[config.mk]
export PLATFORM = sky130hd
export DESIGN_NAME = uart_tx_arbiter
export DESIGN_NICKNAME = d
export VERILOG_FILES = /design/src/rtl/uart_tx_arbiter.sv
export SDC_FILE = /design/constraint.sdc
export NUM_CORES = 1
export LEC_CHECK = 0
export ABC_AREA = 1
export CORE_MARGIN = 3
export CORE_UTILIZATION = 25
export DETAILED_ROUTE_END_ITERATION = 10
export SLEW_MARGIN = 20
export SYNTH_ARGS = -nofsm -noshare
export SYNTH_HDL_FRONTEND = slang
export SYNTH_SLANG_ARGS = --single-unit
[constraint.sdc]
create_clock -name clk -period 3.1 [get_ports clk]
set_input_delay 0.62 -clock clk [delete_from_list [all_inputs] [get_ports clk]]
set_output_delay 0.62 -clock clk [all_outputs]
set_load 0.05 [all_outputs]
[src/rtl/uart_tx_arbiter.sv]
// rtl/uart_tx_arbiter.sv - packet-granular round-robin arbiter onto one UART TX byte channel
//
// Purpose:
//   Shares a single UART transmitter byte channel among NUM_REQ byte sources.
//   The grant is held for a whole packet, up to and including the byte marked
//   req_last. An optional header byte (HDR_BASE | grant_id) can precede each
//   packet. A watchdog drops the grant if the owner stops offering bytes
//   mid-packet.
//
// Ports:
//   clk          in   system clock
//   reset        in   asynchronous reset, active-low
//   req_valid    in   [NUM_REQ]    per-requester byte valid
//   req_data     in   [8*NUM_REQ]  per-requester byte, requester i on [8i+7:8i]
//   req_last     in   [NUM_REQ]    final byte of the requester's packet
//   req_ready    out  [NUM_REQ]    per-requester byte accepted
//   tx_valid     out  byte valid to the transmitter
//   tx_data      out  [8] byte to the transmitter
//   tx_ready     in   transmitter can accept a byte
//   grant        out  [NUM_REQ]    one-hot owner, zero when idle
//   grant_id     out  [ID_W]       binary index of the owner
//   busy         out  high while a packet (header or data) is in flight
//   timeout_flag out  one-cycle pulse when the watchdog releases the grant

module uart_tx_arbiter #(
  parameter int         NUM_REQ  = 4,
  parameter bit         HDR_EN   = 1'b1,
  parameter logic [7:0] HDR_BASE = 8'hA0,
  parameter int         TIMEOUT  = 62500,
  localparam int        ID_W     = (NUM_REQ > 1) ? $clog2(NUM_REQ) : 1
) (
  input  logic                 clk,
  input  logic                 reset,
  input  logic [NUM_REQ-1:0]   req_valid,
  input  logic [8*NUM_REQ-1:0] req_data,
  input  logic [NUM_REQ-1:0]   req_last,
  output logic [NUM_REQ-1:0]   req_ready,
  output logic                 tx_valid,
  output logic [7:0]           tx_data,
  input  logic                 tx_ready,
  output logic [NUM_REQ-1:0]   grant,
  output logic [ID_W-1:0]      grant_id,
  output logic                 busy,
  output logic                 timeout_flag
);

  typedef enum logic [1:0] {
    S_IDLE = 2'd0,
    S_HDR  = 2'd1,
    S_DATA = 2'd2
  } state_t;

  localparam logic [15:0] TIMER_LIMIT = 16'(TIMEOUT - 1);

  state_t              state_q, state_d;
  logic [NUM_REQ-1:0]  grant_q, grant_d;
  logic [ID_W-1:0]     grant_id_q, grant_id_d;
  logic [ID_W-1:0]     last_grant_q, last_grant_d;
  logic                busy_q, busy_d;
  logic                timeout_flag_q, timeout_flag_d;
  logic [15:0]         timer_q, timer_d;

  // Round-robin pick
  logic [ID_W-1:0]     cand;
  logic [ID_W-1:0]     pick_id;
  logic                pick_found;

  // View of the granted requester
  logic                g_valid;
  logic                g_last;
  logic [7:0]          g_data;
  logic [7:0]          hdr_byte;
  logic                xfer;

  assign g_valid  = req_valid[grant_id_q];
  assign g_last   = req_last[grant_id_q];
  assign g_data   = req_data[{grant_id_q, 3'b000} +: 8];
  assign hdr_byte = HDR_BASE | {{(8-ID_W){1'b0}}, grant_id_q};
  assign xfer     = tx_valid && tx_ready;

  // Scan starts one past the previous owner so every requester gets a turn
  // before anyone is served twice.
  always_comb begin
    cand       = '0;
    pick_id    = '0;
    pick_found = 1'b0;
    for (int i = 0; i < NUM_REQ; i++) begin
      cand = ID_W'((int'(last_grant_q) + 1 + i) % NUM_REQ);
      if (!pick_found && req_valid[cand]) begin
        pick_found = 1'b1;
        pick_id    = cand;
      end
    end
  end

  // State register
  always_ff @(posedge clk or negedge reset) begin
    if (!reset) begin
      state_q        <= S_IDLE;
      grant_q        <= '0;
      grant_id_q     <= '0;
      last_grant_q   <= ID_W'(NUM_REQ - 1);
      busy_q         <= 1'b0;
      timeout_flag_q <= 1'b0;
      timer_q        <= '0;
    end else begin
      state_q        <= state_d;
      grant_q        <= grant_d;
      grant_id_q     <= grant_id_d;
      last_grant_q   <= last_grant_d;
      busy_q         <= busy_d;
      timeout_flag_q <= timeout_flag_d;
      timer_q        <= timer_d;
    end
  end

  // Next-state logic
  always_comb begin
    state_d        = state_q;
    grant_d        = grant_q;
    grant_id_d     = grant_id_q;
    last_grant_d   = last_grant_q;
    timeout_flag_d = 1'b0;
    timer_d        = timer_q;

    case (state_q)
      S_IDLE: begin
        timer_d = '0;
        if (pick_found) begin
          grant_d          = '0;
          grant_d[pick_id] = 1'b1;
          grant_id_d       = pick_id;
          state_d          = HDR_EN ? S_HDR : S_DATA;
        end
      end

      S_HDR: begin
        // Header is always valid, so tx_ready alone completes it.
        if (tx_ready) begin
          state_d = S_DATA;
          timer_d = '0;
        end
      end

      S_DATA: begin
        if (xfer) begin
          // A transfer always wins over an expiring watchdog.
          timer_d = '0;
          if (g_last) begin
            state_d      = S_IDLE;
            last_grant_d = grant_id_q;
            grant_d      = '0;
          end
        end else if (!g_valid) begin
          // Only an absent byte counts as a stall; back-pressure holds the timer.
          if (timer_q == TIMER_LIMIT) begin
            state_d        = S_IDLE;
            last_grant_d   = grant_id_q;
            grant_d        = '0;
            timeout_flag_d = 1'b1;
            timer_d        = '0;
          end else begin
            timer_d = timer_q + 16'd1;
          end
        end
      end

      default: begin
        state_d = S_IDLE;
        grant_d = '0;
      end
    endcase

    busy_d = (state_d != S_IDLE);
  end

  // Output logic: the data phase is a combinational passthrough of the owner.
  always_comb begin
    tx_valid  = 1'b0;
    tx_data   = 8'h00;
    req_ready = '0;
    case (state_q)
      S_HDR: begin
        tx_valid = 1'b1;
        tx_data  = hdr_byte;
      end
      S_DATA: begin
        tx_valid              = g_valid;
        tx_data               = g_data;
        req_ready[grant_id_q] = tx_ready;
      end
      default: begin
        tx_valid  = 1'b0;
        tx_data   = 8'h00;
        req_ready = '0;
      end
    endcase
  end

  assign grant        = grant_q;
  assign grant_id     = grant_id_q;
  assign busy         = busy_q;
  assign timeout_flag = timeout_flag_q;

endmodule

Word level (Yosys, flattened, before mapping) --
Cells that the tools add are included.
Storage, ports and cells: bits in registers 28, input bits 43, output and inout bits 21
Operators by class: add/subtract/negate cells 5, magnitude comparators 8, eq/ne operators 10, shift operators 1, multiplexer cells 53, bitwise logic cells 2, reduce and logical (&&, ||, !) cells 17
Operators with widths (number):
- $mux 16 | 4
- $pmux 16 s3 | 1
- $shiftx 32x6->8 | 1
- $mux 2 | 14
- $mux 4 | 6
- $lt 2x3->1 const B | 6
- $add 16x1->16 const B | 1
- $eq 16x16->1 const B | 1
- $mux 1 | 16
- $pmux 8 s2 | 1
- $bmux 1 s2 | 6
- $pmux 4 s3 | 1
- $ne 3x3->1 const B | 3
- $add 2x2->2 const B | 3
- $logic_and 1x1->1 | 6
- $ne 2x2->1 const B | 3
- $pmux 2 s3 | 1
- $reduce_and 5->1 | 1
- $and 4x4->4 | 1
- $demux 1 s2 | 2
- $ge 2x1->1 const B | 2
- $reduce_and 4->1 | 1
- $reduce_bool 2->1 | 2
- $logic_not 1->1 | 3
- other kinds (10) | 10

Longest topological paths before layout --
Gate-level depths: netlist of run 1.
depth after elaboration 19, gate-level depth with buffers 15

Worst setup path after synthesis of run 1 --
Ideal clock, no wire load.
path kind register to output, start point register grant_id_q[0] (netlist: grant_id[0]), end point output tx_data[7], arrival 2383 ps, path slack 97 ps, stages on the path, launching flop included 7, path through dfrtp_1 inv_1 clkbuf_1 nand2_1 a21oi_1 a221oi_1 o21ai_0
Between the ends: cells in the longest elaborated chain, start to end 2
Ends and longest elaborated chain:
- start: declaration | line 57 | logic [ID_W-1:0] grant_id_q, grant_id_d;
- start signal: assignment | line 109 | grant_id_q <= grant_id_d;
- $shiftx 32x6->8 | line 77 | assign g_data = req_data[{grant_id_q, 3'b000} +: 8];
- $pmux 8 s2 | line 182 | case (state_q)
- end: declaration | line 39 | output logic [7:0] tx_data,
No other way between the ends.

Final worst setup path of run 1 --
start point register grant_id_q[0] (netlist: grant_id[0]), end point output tx_data[0]
Between the ends: cells in the longest elaborated chain, start to end 2
Ends and longest elaborated chain (line):
- $shiftx 32x6->8 | 77
- $pmux 8 s2 * | 182
Mark *: on every way between the ends. The rest lies on a longest branch, timed or not.

==> summary.txt, run 1 <==
CTS
  • Clk pin slew, worst setup/hold paths: roughly 0.11 ns
  • Clk buf depth: 2
  • Setup Fix Bufs, Post-CTS: 0
  • Clock sinks: 28
  • H-tree levels: 1
  • CTS tree: built
  • Cts hold-fix bufs: 0
  • CTS Buf Count: 3
  • # resized after CTS: 0
  • Worst-Skew Late Latency: 0.28 ns
  • Root Driver: clkbuf_8

Final layout
  • Layout area overhead: 35.2%
  • FF+latch area: 703 um2
  • Most common cell after layout, fill and taps aside: nand2_1
  • Final core utilization: 0.356
  • Ant. Diodes: 0
  • Multi-input gate area: 1440 um2
  • Fin cells: between 500 and 600
  • Most frequent cells in the layout: nand2_1, clkdlybuf4s50_1, nor2_1
  • Nets@finish: about 470
  • Fillers: 940
  • Layout cell share with drive strength beyond 1: 0.116

STA
  • FMAX: 372 MHz
  • Final period utilization: 0.868
  • Worst-margin pin slew: between 0.5 and 0.6 ns
  • RSZ-0062 raised after global routing: no
  • Final-report hold violation count: 0
  • TNS Setup: 0 ns
  • Slew headroom: 0.654
  • Max Slew Vio Count: 0
  • Final Skew: 0.00843 ns
  • Fin crit period: ~2.7 ns
  • Final setup violation count: 0

Floorplan
  • Die H: 103 um
  • # IOs: 64
  • DIE AREA: 10600 um2
  • # rows: 34
  • Chip width: slightly above 100 um
  • Initial Util: 0.263
  • CORE AREA: between 8000 and 9000 um2

Detailed routing
  • Vias: 2588
  • DR iter-0 viols: 258
  • WL/cell: 13.1 um
  • DR top layer: met4
  • WL met3: about 560 um
  • Drt total wl: 6.97 mm
  • Met1 WL: 3.24 mm
  • # DRC: 0
  • Via density: 4.87
  • DRT Pass-1 Iters: 4
  • Post-DRT Antenna Nets: 0
  • Met2 wire len: 3.12 mm

Placement
  • Port Buffers: 63
  • Detailed Place HPWL: 5.48 mm
  • Placed Cells incl. Taps: 527
  • GP Congestion: 0.912

GRT
  • Vias in the first global route: 2415
  • Largest net degree at the start of global routing: 29
  • First-pass GRT wire length: 11.4 mm
  • Total gr overflow: 0
  • Antenna violations before repair: 0
  • Total GRT Usage: 0.130

Worst setup path
  • CP startpoint: grant_id[0]
  • R2R depth: 13
  • Crit. End Element: output port
  • CP bufs+invs: 2
  • Critical path type: register to output port
  • Slowest cell delay on critical path: 0.63 ns
  • Worst Path Arrival: approximately 2.1 ns
  • Crit-path cells: inv_1 > nand2_1 > a21oi_1 > a221oi_1 > o22ai_1 > buf_4
  • Max FO, Critical Path: 14
  • FF-to-FF Start: state_q[0]
  • Type of origin of the critical path: register
  • Critical register-to-register path endpoint: timer_q[2]
  • Worst reg2reg setup slack: 0.60 ns
  • CP required: 2.48 ns
  • CP max-delay cell: dfrtp_1
  • Delay-heaviest family, CP: flip-flops

Power
  • Sw Pwr: 1480 uW
  • Total power: 2680 uW
  • Peak supply drop: 0.000305 V
  • Sw Share: 0.552
  • Reg power frac: 0.205
  • Combinational power share: 0.684
  • PwrDens: around 840 nW/um2
  • Leakage: 0.00140 uW
  • Clock network power share: 0.111
  • Internal power: 1200 uW

Hold path
  • WHS Path Cells: 2
  • Hold crit path type: register to register
  • Hold Path Sink: grant[0]
  • Hold Startpoint: grant[0]

Synthesis
  • Area contributors post-synth: dfrtp_1, nand2_1, nand3_1
  • #FFs+latches synth: 28
  • Yosys warns: 0
  • Mapped Cells: between 300 and 400
  • Post-Syn Area: 2350 um2
  • Synth top area share: 0.277
  • Post-synthesis cell type count: 37
  • Biggest area consumer among synthesized cells: dfrtp_1
  • Post-Syn Area per Cell: 6.49 um2
  • Post-Syn Nets: 410
  • Register area share after synthesis: 0.299

Flow run
  • Maxcap violations: 0

Run status
  • Status: finished clean
## per-stage QoR
step,setup WS (ns),hold slack (ns),cell area (um2)
after global routing,0.230,0.511,3180
after detailed placement,0.567,0.473,3110
final,0.411,0.496,3180
after CTS,0.441,0.498,3180
after floorplan,0.0970,0.324,2350
after global placement,0.616,0.473,3110
## tightest hold or removal path: stages (launching register included)
cell	delay (ns)
dfrtp_1	0.36
nand2_1	0.05
nand2_1	0.06
## power groups by stage
stage	Sequential [uW]	Combinational [uW]	Clock, uW
floorplan	637	1290	0
global placement	553	1810	0
detailed placement	553	1820	0
CTS	546	1830	304
global route	562	2040	327
finish	547	1830	298
## how the worst max path moves through the flow
stage,slack (ns),end,cells after the start
2_1_floorplan,0.1,tx_data[7],6
3_3_place_gp,0.62,timer_q[11],12
3_5_place_dp,0.57,timer_q[2],14
4_1_cts,0.44,tx_data[5],6
5_1_grt,0.23,tx_data[5],6
6_report,0.41,tx_data[0],6
## cell families after synthesis
logic type,share of synthesized area
compound gates,0.128
xor+xnor,0.0224
buf+inv,0.0868
simple gates,0.437
flops,0.299
fa+ha+maj,0.0266
## state kept, by name, indices dropped and copies added, names as in the netlist
name          count
timeout_flag      1
busy              1
timer_q          16
last_grant_q      2
state_q           2
grant             4
grant_id          2
## area by class of cell
type	instances	share of cell area
clock buffers	3	0.0130
repair buffers	66	0.215
inverters	37	0.0445
flip-flops and latches	28	0.221
multi-input cells	288	0.454
clock inverters	1	0.00945
well taps	108	0.0425
## cell usage after synthesis, drive strengths merged
master,instances
dfrtp,26
o21ai,24
inv,36
a31oi,5
xor2,5
nand2,130
nor4,1
ha,5
a22oi,4
dfstp,2
o22ai,2
o21bai,1
nand3,32
or2,2
nand4,11
a21oi,10
o21a,1
nor3,11
a221oi,4
clkbuf,3
xnor2,1
buf,6
nor2,39
clkinv,1
## metal layers
metal	vias to the layer above	global-route usage
met3	4	0.0169
met5	-	0
met2	99	0.222
met4	0	0.0239
li1	1308	-
met1	1177	0.177
Power figures use the tool's default switching activity.
==> inputs of run 2 (changes only) <==
- SKIP_CTS_REPAIR_TIMING: not set -> 1
==> results of run 2 <==
Same layout as run 1: the final DEF is identical, and so are final timing and power.
==> inputs of run 3 (changes only) <==
- CELL_PAD_IN_SITES_DETAIL_PLACEMENT: not set -> 0
- CELL_PAD_IN_SITES_GLOBAL_PLACEMENT: not set -> 1
- PLACE_DENSITY_LB_ADDON: not set -> 0.1
==> run 3 against run 2 <==
Critical path depth is the same. Fmax shrank 0.23%. Highest routed layer unchanged. Non-clock buffer count rose by 2. Combinational power is 3% higher. Critical endpoint is now tx_data[5]. Hold slack gained 0.0021 ns. Largest power group unchanged.
==> summary.txt, run 3 (synthesis gave the netlist of run 1 again) <==
Worst setup path
  • CP bufs+invs: 2 (unchanged)
  • R2R depth: 14 (+1)
  • CP startpoint: grant_id[0]
  • FF-to-FF Start: grant_id[0]
  • Worst reg2reg setup slack: 0.64 ns (+0.04 ns)
  • Crit-path cells: inv_1 > nand2_1 > a21oi_1 > a221oi_1 > o21ai_0 > buf_12
  • Stages on the worst setup path: 6 (unchanged)
  • CP max-delay cell: dfrtp_1
  • Critical Path Sink: tx_data[5]
  • Crit. End Element: output port
  • Slowest cell delay on critical path: 0.57 ns (-0.06 ns)
  • Worst Path Arrival: 2.08 ns (about the same)
  • CP required: 2.48 ns (about the same)
  • Max FO, Critical Path: 13 (-1)
  • Critical path type: register to output port
  • Delay-heaviest family, CP: buffers and inverters
  • Type of origin of the critical path: register
  • Critical register-to-register path endpoint: timer_q[2]

CTS
  • Clk pin slew, worst setup/hold paths: 0.11 ns (about the same)
  • H-tree levels: 1 (unchanged)
  • Worst-Skew Late Latency: 0.28 ns (about the same)
  • Clk buf depth: 2 (unchanged)
  • Root Driver: clkbuf_8
  • Clock sinks: 28 (unchanged)
  • CTS Buf Count: 3 (unchanged)
  • CTS tree: built

Placement
  • Port Buffers: 63 (unchanged)
  • GP Congestion: 0.776 (-15%)
  • Detailed Place HPWL: 6.07 mm (+11%)

STA
  • Final period utilization: 0.870 (+0.00200)
  • Final setup violation count: 0 (unchanged)
  • RSZ-0062 raised after global routing: no
  • Fin crit period: 2.70 ns (+0.00619 ns)
  • Max Slew Vio Count: 0 (unchanged)
  • Final-report hold violation count: 0 (unchanged)
  • TNS Setup: 0 ns (unchanged)
  • FMAX: 371 MHz (-0.23%)
  • Worst-margin pin slew: 0.552 ns (+0.0341 ns)
  • Fin Hold WS: 0.498 ns (+0.00214 ns)
  • Final Skew: 0.00704 ns (-0.00139 ns)
  • Slew headroom: 0.631 (-0.0228)

Detailed routing
  • WL met3: 179 um (-68%)
  • Post-DRT Antenna Nets: 0 (unchanged)
  • Met2 wire len: 3.99 mm (+28%)
  • # DRC: 0 (unchanged)
  • Met1 WL: 3.48 mm (+7.3%)
  • Drt total wl: 7.71 mm (+11%)
  • DR top layer: met4
  • WL/cell: 14.5 um (+10%)
  • Vias: 2545 (-1.7%)
  • DR iter-0 viols: 66 (-74%)
  • DRT Pass-1 Iters: 4 (unchanged)
  • Via density: 4.77 (-2.0%)

Flow run
  • Maxcap violations: 0 (unchanged)

Floorplan
  • Initial Util: 0.263 (unchanged)
  • # IOs: 64 (unchanged)
  • DIE AREA: 10600 um2 (unchanged)
  • # rows: 34 (unchanged)
  • CORE AREA: 8930 um2 (unchanged)
  • Chip width: 103 um (unchanged)
  • Die H: 103 um (unchanged)

GRT
  • Total GRT Usage: 0.150 (+0.0198)
  • First-pass GRT wire length: 12.6 mm (+10%)
  • Vias in the first global route: 2477 (+2.6%)
  • Total gr overflow: 0 (unchanged)
  • Antenna violations before repair: 0 (unchanged)
  • Largest net degree at the start of global routing: 29 (unchanged)

Final layout
  • Ant. Diodes: 0 (unchanged)
  • Most frequent cells in the layout: nand2_1, clkdlybuf4s50_1, nor2_1
  • Nets@finish: 474 (+0.42%)
  • Layout cell share with drive strength beyond 1: 0.120 (+0.00416)
  • Layout area overhead: 36.3%
  • Fillers: 1004 (+6.8%)
  • Max reg flops: 16 (unchanged)
  • Top reg by flops: timer_q
  • Most common cell after layout, fill and taps aside: nand2_1

Hold path
  • Hold crit path type: register to register

Power
  • PwrDens: 856 nW/um2 (+1.6%)
  • Peak supply drop: 0.000383 V (+25%)
  • Leakage: 0.00142 uW (+0.97%)

Run status
  • Status: finished clean
[run 3: where the power goes]
group          internal, uW  total, uW  leakage, uW  switching (uW)
Combinational           605       1890      0.00101            1290
Sequential              453        551     0.000372            97.7
Clock                   173        300    0.0000357             127
Total                  1230       2740      0.00142            1510
[run 3: worst min-delay path by stage]
| stage | start | to | slack (ns) | depth (start not counted) |
|---|---|---|---|---|
| 2_1_floorplan | reset | busy | 0.32 | 0 |
| 3_3_place_gp | grant[3] | grant[3] | 0.47 | 2 |
| 3_5_place_dp | grant[1] | grant[1] | 0.46 | 2 |
| 4_1_cts | grant[1] | grant[1] | 0.50 | 2 |
| 5_1_grt | grant[2] | grant[2] | 0.53 | 2 |
| 6_report | grant[1] | grant[1] | 0.50 | 2 |
[run 3: final cells by class]
type / count / area [um2] / area share
sequential: 28 / 703 / 0.219
timing repair buffer: 68 / 711 / 0.222
tap: 108 / 135 / 0.0422
multi-input combinational: 288 / 1440 / 0.450
clock buffer: 3 / 41.3 / 0.0129
clock inverter: 1 / 30.0 / 0.00937
inverter: 37 / 141 / 0.0441
[run 3: worst register-to-register path: stages (launching register included)]
cell     delay (ns)
dfrtp_1        0.65
inv_1          0.34
nand2_1        0.13
nand2_1        0.06
nand2_1        0.09
nand2_2        0.07
nand2_2        0.08
nand2_4        0.08
nand2_4        0.18
nand2_4        0.09
nand2_4        0.25
inv_4          0.09
nand2_2        0.12
o21ai_0        0.09
nor2_1         0.09
[run 3: per-stage QoR]
step	instances	power, uW	utilization	cell area (um2)	setup WS [ns]
global placement	529	2470	0.351	3130	0.562
finish	533	2740	0.359	3210	0.404
global route	533	2990	0.359	3210	0.175
floorplan	362	1920	-	2350	0.0970
CTS	533	2780	0.359	3210	0.340
detailed placement	529	2470	0.351	3130	0.524
[run 3: layer usage]
metal,vias to the layer above,global-route usage
met3,4,0.0210
met2,32,0.271
met1,1196,0.194
met5,-,0
li1,1313,-
met4,0,0.0179
